<file path="config.mk">
export PLATFORM = sky130hd
export DESIGN_NAME = sync_fifo_ext_flat
export DESIGN_NICKNAME = d
export VERILOG_FILES = /design/src/rtl/sync_fifo_ext_if.sv /design/src/rtl/sync_fifo_ext.sv /design/src/flat_wrapper.sv
export SDC_FILE = /design/constraint.sdc
export NUM_CORES = 2
export LEC_CHECK = 0
export ABC_AREA = 1
export ABC_CLOCK_PERIOD_IN_PS = 4600
export CORE_MARGIN = 3
export CORE_UTILIZATION = 40
export DETAILED_ROUTE_END_ITERATION = 7
export PLACE_DENSITY = 0.65
export RECOVER_POWER = 25
export REMOVE_ABC_BUFFERS = 1
export SYNTH_ARGS = -nofsm -noshare
export SYNTH_HDL_FRONTEND = slang
export SYNTH_SLANG_ARGS = --single-unit
</file>
<file path="constraint.sdc">
create_clock -name clk_i -period 4.6 [get_ports clk_i]
set_input_delay 0.92 -clock clk_i [delete_from_list [all_inputs] [get_ports clk_i]]
set_output_delay 0.92 -clock clk_i [all_outputs]
set_load 0.01 [all_outputs]
</file>
<file path="src/rtl/sync_fifo_ext_if.sv">
// Request/response bundle for sync_fifo_ext. The owner of the FIFO drives it through
// the master modport; the FIFO itself attaches through the slave modport.
interface sync_fifo_ext_if #(
  parameter int unsigned FIFO_WIDTH = 32,
  parameter int unsigned FIFO_DEPTH = 64
);
  localparam int unsigned ADDR_WIDTH = $clog2(FIFO_DEPTH);

  logic                  clr_i;
  logic                  push_i;
  logic [FIFO_WIDTH-1:0] wr_data_i;
  logic                  pop_i;
  logic [FIFO_WIDTH-1:0] rd_data_o;
  logic [ADDR_WIDTH:0]   a_full_thr_i;
  logic [ADDR_WIDTH:0]   a_empty_thr_i;
  logic [ADDR_WIDTH:0]   level_o;
  logic                  full_o;
  logic                  a_full_o;
  logic                  empty_o;
  logic                  a_empty_o;
  logic                  overflow_o;
  logic                  underflow_o;

  modport master (
    output clr_i, push_i, wr_data_i, pop_i, a_full_thr_i, a_empty_thr_i,
    input  rd_data_o, level_o, full_o, a_full_o, empty_o, a_empty_o, overflow_o, underflow_o
  );

  modport slave (
    input  clr_i, push_i, wr_data_i, pop_i, a_full_thr_i, a_empty_thr_i,
    output rd_data_o, level_o, full_o, a_full_o, empty_o, a_empty_o, overflow_o, underflow_o
  );
endinterface

</file>
<file path="src/rtl/sync_fifo_ext.sv">
// Single-clock FIFO with standard or first-word-fall-through read, occupancy count,
// run-time almost-full/almost-empty thresholds, synchronous flush and sticky error flags.
module sync_fifo_ext #(
  parameter int unsigned FIFO_WIDTH = 32,
  parameter int unsigned FIFO_DEPTH = 64,
  parameter string       READ_MODE  = "std"
) (
  input logic            clk_i,
  input logic            rstn_i,
  sync_fifo_ext_if.slave bus
);
  localparam int unsigned ADDR_WIDTH = $clog2(FIFO_DEPTH);
  localparam bit          Fwft       = (READ_MODE == "fwft");

  localparam logic [ADDR_WIDTH:0]   LvlFull = (ADDR_WIDTH + 1)'(FIFO_DEPTH);
  localparam logic [ADDR_WIDTH:0]   LvlOne  = (ADDR_WIDTH + 1)'(1);
  localparam logic [ADDR_WIDTH-1:0] PtrOne  = ADDR_WIDTH'(1);

  logic [FIFO_WIDTH-1:0] mem_q [FIFO_DEPTH];

  logic [ADDR_WIDTH-1:0] wr_ptr_q, wr_ptr_d;
  logic [ADDR_WIDTH-1:0] rd_ptr_q, rd_ptr_d;
  logic [ADDR_WIDTH:0]   level_q, level_d;
  logic [FIFO_WIDTH-1:0] rd_data_q, rd_data_d;
  logic                  overflow_q, overflow_d;
  logic                  underflow_q, underflow_d;

  logic full, empty, wr_en, rd_en, mem_we, mem_low;

  // Status decodes and accepted-request qualification.
  always_comb begin
    full    = (level_q == LvlFull);
    empty   = (level_q == '0);
    wr_en   = bus.push_i & ~full;
    rd_en   = bus.pop_i & ~empty;
    // In fwft the head lives in rd_data_q, so memory is empty whenever level <= 1.
    mem_low = (level_q <= LvlOne);
  end

  // Next-state for pointers, level, output register and error flags.
  always_comb begin
    wr_ptr_d    = wr_ptr_q;
    rd_ptr_d    = rd_ptr_q;
    level_d     = level_q;
    rd_data_d   = rd_data_q;
    overflow_d  = overflow_q | (bus.push_i & full);
    underflow_d = underflow_q | (bus.pop_i & empty);
    mem_we      = 1'b0;
    if (bus.clr_i) begin
      wr_ptr_d    = '0;
      rd_ptr_d    = '0;
      level_d     = '0;
      overflow_d  = 1'b0;
      underflow_d = 1'b0;
    end else begin
      if (wr_en && !rd_en) begin
        level_d = level_q + LvlOne;
      end else if (rd_en && !wr_en) begin
        level_d = level_q - LvlOne;
      end
      if (Fwft) begin
        if (rd_en) begin
          if (!mem_low) begin
            rd_data_d = mem_q[rd_ptr_q];
            rd_ptr_d  = rd_ptr_q + PtrOne;
            mem_we    = wr_en;
          end else if (wr_en) begin
            // Head consumed with memory empty: incoming word becomes the new head.
            rd_data_d = bus.wr_data_i;
          end
        end else if (wr_en) begin
          if (empty) begin
            rd_data_d = bus.wr_data_i;
          end else begin
            mem_we = 1'b1;
          end
        end
      end else begin
        mem_we = wr_en;
        if (rd_en) begin
          rd_data_d = mem_q[rd_ptr_q];
          rd_ptr_d  = rd_ptr_q + PtrOne;
        end
      end
      if (mem_we) begin
        wr_ptr_d = wr_ptr_q + PtrOne;
      end
    end
  end

  // Control state with asynchronous reset.
  always_ff @(posedge clk_i or negedge rstn_i) begin
    if (!rstn_i) begin
      wr_ptr_q    <= '0;
      rd_ptr_q    <= '0;
      level_q     <= '0;
      rd_data_q   <= '0;
      overflow_q  <= 1'b0;
      underflow_q <= 1'b0;
    end else begin
      wr_ptr_q    <= wr_ptr_d;
      rd_ptr_q    <= rd_ptr_d;
      level_q     <= level_d;
      rd_data_q   <= rd_data_d;
      overflow_q  <= overflow_d;
      underflow_q <= underflow_d;
    end
  end

  // Storage array; contents need no reset.
  always_ff @(posedge clk_i) begin
    if (mem_we) begin
      mem_q[wr_ptr_q] <= bus.wr_data_i;
    end
  end

  assign bus.rd_data_o   = rd_data_q;
  assign bus.level_o     = level_q;
  assign bus.full_o      = full;
  assign bus.empty_o     = empty;
  assign bus.a_full_o    = (level_q >= bus.a_full_thr_i);
  assign bus.a_empty_o   = (level_q <= bus.a_empty_thr_i);
  assign bus.overflow_o  = overflow_q;
  assign bus.underflow_o = underflow_q;

endmodule
</file>
<file path="src/flat_wrapper.sv">
// flat-port wrapper written by rule: the top's interface ports become plain ports
module sync_fifo_ext_flat 
#(
  parameter int unsigned FIFO_WIDTH = 32,
  parameter int unsigned FIFO_DEPTH = 64,
  parameter string       READ_MODE  = "   "
)
  (clk_i, rstn_i, bus_clr_i, bus_push_i, bus_wr_data_i, bus_pop_i, bus_a_full_thr_i, bus_a_empty_thr_i, bus_rd_data_o, bus_level_o, bus_full_o, bus_a_full_o, bus_empty_o, bus_a_empty_o, bus_overflow_o, bus_underflow_o);
  sync_fifo_ext_if #(.FIFO_WIDTH(FIFO_WIDTH), .FIFO_DEPTH(FIFO_DEPTH)) bus_i ();
  input logic clk_i;
  input logic rstn_i;
  input wire logic [$bits(bus_i.clr_i)-1:0] bus_clr_i;
  input wire logic [$bits(bus_i.push_i)-1:0] bus_push_i;
  input wire logic [$bits(bus_i.wr_data_i)-1:0] bus_wr_data_i;
  input wire logic [$bits(bus_i.pop_i)-1:0] bus_pop_i;
  input wire logic [$bits(bus_i.a_full_thr_i)-1:0] bus_a_full_thr_i;
  input wire logic [$bits(bus_i.a_empty_thr_i)-1:0] bus_a_empty_thr_i;
  output wire logic [$bits(bus_i.rd_data_o)-1:0] bus_rd_data_o;
  output wire logic [$bits(bus_i.level_o)-1:0] bus_level_o;
  output wire logic [$bits(bus_i.full_o)-1:0] bus_full_o;
  output wire logic [$bits(bus_i.a_full_o)-1:0] bus_a_full_o;
  output wire logic [$bits(bus_i.empty_o)-1:0] bus_empty_o;
  output wire logic [$bits(bus_i.a_empty_o)-1:0] bus_a_empty_o;
  output wire logic [$bits(bus_i.overflow_o)-1:0] bus_overflow_o;
  output wire logic [$bits(bus_i.underflow_o)-1:0] bus_underflow_o;
  assign bus_i.clr_i = bus_clr_i;
  assign bus_i.push_i = bus_push_i;
  assign bus_i.wr_data_i = bus_wr_data_i;
  assign bus_i.pop_i = bus_pop_i;
  assign bus_i.a_full_thr_i = bus_a_full_thr_i;
  assign bus_i.a_empty_thr_i = bus_a_empty_thr_i;
  assign bus_rd_data_o = bus_i.rd_data_o;
  assign bus_level_o = bus_i.level_o;
  assign bus_full_o = bus_i.full_o;
  assign bus_a_full_o = bus_i.a_full_o;
  assign bus_empty_o = bus_i.empty_o;
  assign bus_a_empty_o = bus_i.a_empty_o;
  assign bus_overflow_o = bus_i.overflow_o;
  assign bus_underflow_o = bus_i.underflow_o;
  sync_fifo_ext #(.FIFO_WIDTH(FIFO_WIDTH), .FIFO_DEPTH(FIFO_DEPTH), .READ_MODE(READ_MODE)) u_core (.clk_i(clk_i), .rstn_i(rstn_i), .bus(bus_i));
endmodule
</file>
* Word level (Yosys, flattened, before mapping)
Memory sizes are Yosys's and may differ from the RTL's. A register that Yosys moved wholly into a read port is not among the register bits.
Index checks and enable logic that the tools add are counted.
** Word-level totals
- Register bits :: 21
- Bits in writable memories :: 2048
- Input port bits :: 51
- Output and inout port bits :: 45
- Logic and storage cells :: 45
- Memories kept :: 1
** Memory list
- u_core.mem_q :: depth 64, width 32, rd ports 1, clocked after memory_dff 1, write ports 1, RTL line sync_fifo_ext.sv:19 : logic [FIFO_WIDTH-1:0] mem_q [FIFO_DEPTH];
** Operators by class
- $add $sub $neg :: 4
- $lt $le $gt $ge :: 2
- Equal/unequal tests :: 1
- Multiplexer cells :: 13
- Bitwise logic cells :: 9
- Reductions and logical operators :: 10
** Operators with widths (count)
- $mux 6 :: 4
- $mux 7 :: 3
- $add 6x1->6 const B :: 2
- $add 7x1->7 const B :: 1
- $eq 7x7->1 const B :: 1
- $ge 7x7->1 :: 1
- $le 7x7->1 :: 1
- $logic_not 7->1 :: 1
- $sub 7x1->7 const B :: 1
- $mux 1 :: 6
- $and 1x1->1 :: 4
- $reduce_bool 2->1 :: 2
- $logic_not 1->1 :: 3
- $not 1->1 :: 3
- $reduce_bool 3->1 :: 1
- $logic_and 1x1->1 :: 2
- $or 1x1->1 :: 2
- $reduce_and 2->1 :: 1

* Logic depth before layout (Yosys ltp)
- Depth in word-level cells :: 8
- Mapped depth :: 16

* Worst setup path after synthesis
Ideal clock, no wire load.
- Path type :: input-to-reg
- Start point :: input port bus_push_i
- End point :: memory u_core.mem_q[63][0], enable pin
- Data arrival time :: 3.407 ns
- Required time :: 4.139 ns
- Path slack :: 0.732 ns
- Cell stages on the path :: 4
- Cells stage by stage :: o21ai_2 inv_1 nand2_1 nor3_1
** Between the ends
- Word-level cells in the longest chain between the ends :: 5
** Ends and longest elaborated chain
- start, declared :: RTL line flat_wrapper.sv:13 : input wire logic [$bits(bus_i.push_i)-1:0] bus_push_i;
- $and 1x1->1 :: RTL line sync_fifo_ext.sv:34 : wr_en = bus.push_i & ~full;
- $mux 1 (2 in a row) :: RTL line sync_fifo_ext.sv:49 : if (bus.clr_i) begin
- $mux 1 :: RTL line sync_fifo_ext.sv:112 : if (mem_we) begin
- $mux 1 (implied by the code) :: RTL line sync_fifo_ext.sv:113 : mem_q[wr_ptr_q] <= bus.wr_data_i;
- end, declared :: RTL line sync_fifo_ext.sv:19
No other way between the ends. The select of a mux whose other input is x is not followed.

* Final worst setup path
- Start point :: input port bus_a_empty_thr_i[6]
- End point :: output port bus_a_empty_o
** Between the ends
- Word-level cells in the longest chain between the ends :: 1
** Ends and longest elaborated chain
- start, declared :: RTL line flat_wrapper.sv:17 : input wire logic [$bits(bus_i.a_empty_thr_i)-1:0] bus_a_empty_thr_i;
- $le 7x7->1 :: RTL line sync_fifo_ext.sv:122 : assign bus.a_empty_o = (level_q <= bus.a_empty_thr_i);
- end, declared :: RTL line flat_wrapper.sv:23 : output wire logic [$bits(bus_i.a_empty_o)-1:0] bus_a_empty_o;
No other way between the ends.

==> impl_metrics.toml <==
[floorplanning]
fp.dieArea_sq_um = 218000
core_area_sq_um = 210000
top_level_ports = 96
die_y_um = 466
row_count = 168
initial_utilization_pct = 40.3
fp.dieW_um = 466

[power]
peakVddDrop_uv = 353
power_density_nw_per_um2 = 474
leakagePower_uw = 0.0343
power.total_uw = 45400

[routing]
drt_first_iter_violations = 7141
avgRoutedWirePerCell_um = 23.0
drc_errors = 2
drt_pass1_iterations = 8
vias_per_cell = 5.42
vias = 55400
ant_nets = 0
wirelength_um = 235000

[placed_design]
io_buffer_count = 95
place_inst = 9849
dpl.hpwl_um = 129000
placed_cell_area_sq_um = 89300
place_ws_ps = 948
gp_congestion = 0.859

[grt]
grt_pass1_vias = 52800
grt_use_total_pct = 21.2
grt_pass1_wl_um = 346000
antenna_found_initial = 28
grt_start_max_net_pins = 168
overflow = 0

[timing]
finalSetupViolations = 0
timing.fmax_ghz = 0.275
period_share_pct = 79.1
drv_slew = 976
tightest_slew_ps = 3450
post-route-min-period_ps = 3640
skew_ps = 27.7
rsz0062_at_grt = "false"
final.setup.worst_slack_ps = 960
hold_violations = 0
max_slew_margin_pct = -130

[clock_network]
cts_hold_buf = 0
clk-insertion-delay-late_ps = 830
post_cts_buffers = 0
ctsHtreeMaxLevel = 4
cts_resized = 0
cts_tree = "yes"
cts_root_buf = "clkbuf_16"
cts.path.max_buffers = 3
cts-buffers-inserted = 204
clk_pin_slew_ps = 60
cts_sinks = 2101

[synth]
synth_top_area_share_pct = 72.5
avgSynthCellArea_sq_um = 11.8
synthDistinctLibCells = 34
ys.warnings.count = 0
synth_edf_count = 2048
syn_inst = 7198
yosys.area.top_type = "edfxtp_1"
netlist_area_sq_um = 84800
synth-seq-cells = 2101
synth_common_cells = "nand2_1 (2916), edfxtp_1 (2048), nand3_1 (1270)"
ys.flop_type = "edfxtp_1"
async_reset_ff_share_pct = 2.52
seq_area_frac_synth_pct = 74.1
synth_area_leaders = "edfxtp_1 (73%), nand2_1 (13%), nand3_1 (7.5%)"
yosysMostFrequentCell = "nand2_1"

[worst_setup_path]
required_ps = 3680
criticalPathCategory = "in2out"
crit_start = "bus_a_empty_thr_i[6]"
end_kind = "output pin"
start_kind = "primary input"
cp_data_arrival_time_ps = 2720
rr_startpoint = "u_core.rd_ptr_q[1]$_DFFE_PN0P_"
path_max_fanout = 3

[worst_hold_path]
hold_class = "in2async"

[run_status]
status = "finished with violations"
violations = "DRC, capacitance limit, slew limit"

[cells_and_area]
final_cells = 10200
drive_gt1_share_pct = 7.33
area_growth_pct = 12.8
fin_area_sq_um = 95600
postLayoutCoreUtil_pct = 45.5
fin_nets = 7324
nFillCells = 18700

[job]
maxCapViolCount = 21
## area by class of cell
class,count,area (sq um),share of cell area [%]
Sequential cell,2101,62800,65.7
Multi-Input combinational cell,4628,20100,21.1
Clock buffer,270,5560,5.81
Tap cell,2805,3510,3.67
Timing Repair Buffer,272,2580,2.69
Clock inverter,106,779,0.815
Inverter,43,209,0.218
Antenna cell,11,27.5,0.0288
## path summary, 6_finish.rpt
| kind | end | slack (ps) | cells after the start |
|---|---|---|---|
| worst max-delay path | bus_a_empty_o | 960 | 7 |
| worst min-delay path | u_core.bus.overflow_o$_DFF_PN0_ | 220 | 1 |
| worst max register to register | u_core.bus.rd_data_o[21]$_DFFE_PN0P_ | 1260 | 10 |
| worst min register to register | u_core.bus.rd_data_o[3]$_DFFE_PN0P_ | 490 | 2 |
| max in group asynchronous | u_core.rd_ptr_q[0]$_DFFE_PN0P_ | 3640 | 1 |
| min in group clk_i | u_core.bus.rd_data_o[3]$_DFFE_PN0P_ | 490 | 2 |
## where the power goes
| part | internal [uW] | switching [uW] |
|---|---|---|
| Combinational | 2300 | 5520 |
| Clock | 9020 | 6990 |
| Sequential | 21200 | 299 |
## critical path: stages
cell and delay (ps):
clkdlybuf4s50_1 460, inv_1 40, ha_1 300, a21oi_1 120, o21ai_0 140, o22ai_1 170
clkdlybuf4s50_1 560
## cells by family (layout without fill, tap and decap cells)
kind of cell             after synthesis  after routing  synth area share, %
adder cells (fa/ha/maj)               23             23                0.348
buffers and inverters                469            691                 2.72
flip-flops                          2101           2101                 74.1
XOR/XNOR                               6              6               0.0620
other                                  0             11                    0
AO/OA/AOI/OAI                        285            285                 1.72
AND/OR/NAND/NOR                     4314           4314                 21.1
## layer usage
layer | share of wire [%] | global-route usage (%)
met1 | 40 | 28.4
met4 | 3.7 | 8.01
met2 | 48 | 34.9
met5 | 0.0055 | 0
met3 | 8.2 | 3.34
## flip-flops by register name (all words and copies together), names as in the netlist
name	flops
u_core.bus.level_o	7
u_core.bus.overflow_o	1
u_core.bus.rd_data_o	32
u_core.bus.underflow_o	1
u_core.mem_q	2048
u_core.rd_ptr_q	6
u_core.wr_ptr_q	6
## placed cells by master, fill, tap and decap left out, types with 4 or more instances in the layout
cell type,count
edfxtp_1,2048
nand3_1,1270
nand4_1,11
bufinv_16,10
ha_1,22
clkbuf_1,79
inv_6,4
nor2_1,45
dfrtp_4,4
inv_1,35
diode_2,11
clkbuf_8,6
buf_4,129
a21oi_1,257
clkbuf_16,211
nor2_4,65
xnor2_1,4
dfrtp_1,49
o22ai_1,7
clkinv_1,46
o21ai_0,16
buf_12,41
nand2_1,2916
clkinv_2,39
buf_2,14
clkdlybuf4s50_1,62
## stage by stage
step | TNS (ps) | hold WS [ps]
after CTS | 0 | 163
after global placement | 0 | 468
after floorplan | -1309010 | 516
after global routing | 0 | 218
final | 0 | 223
after detailed placement | 0 | 474
Power figures use the tool's default switching activity.
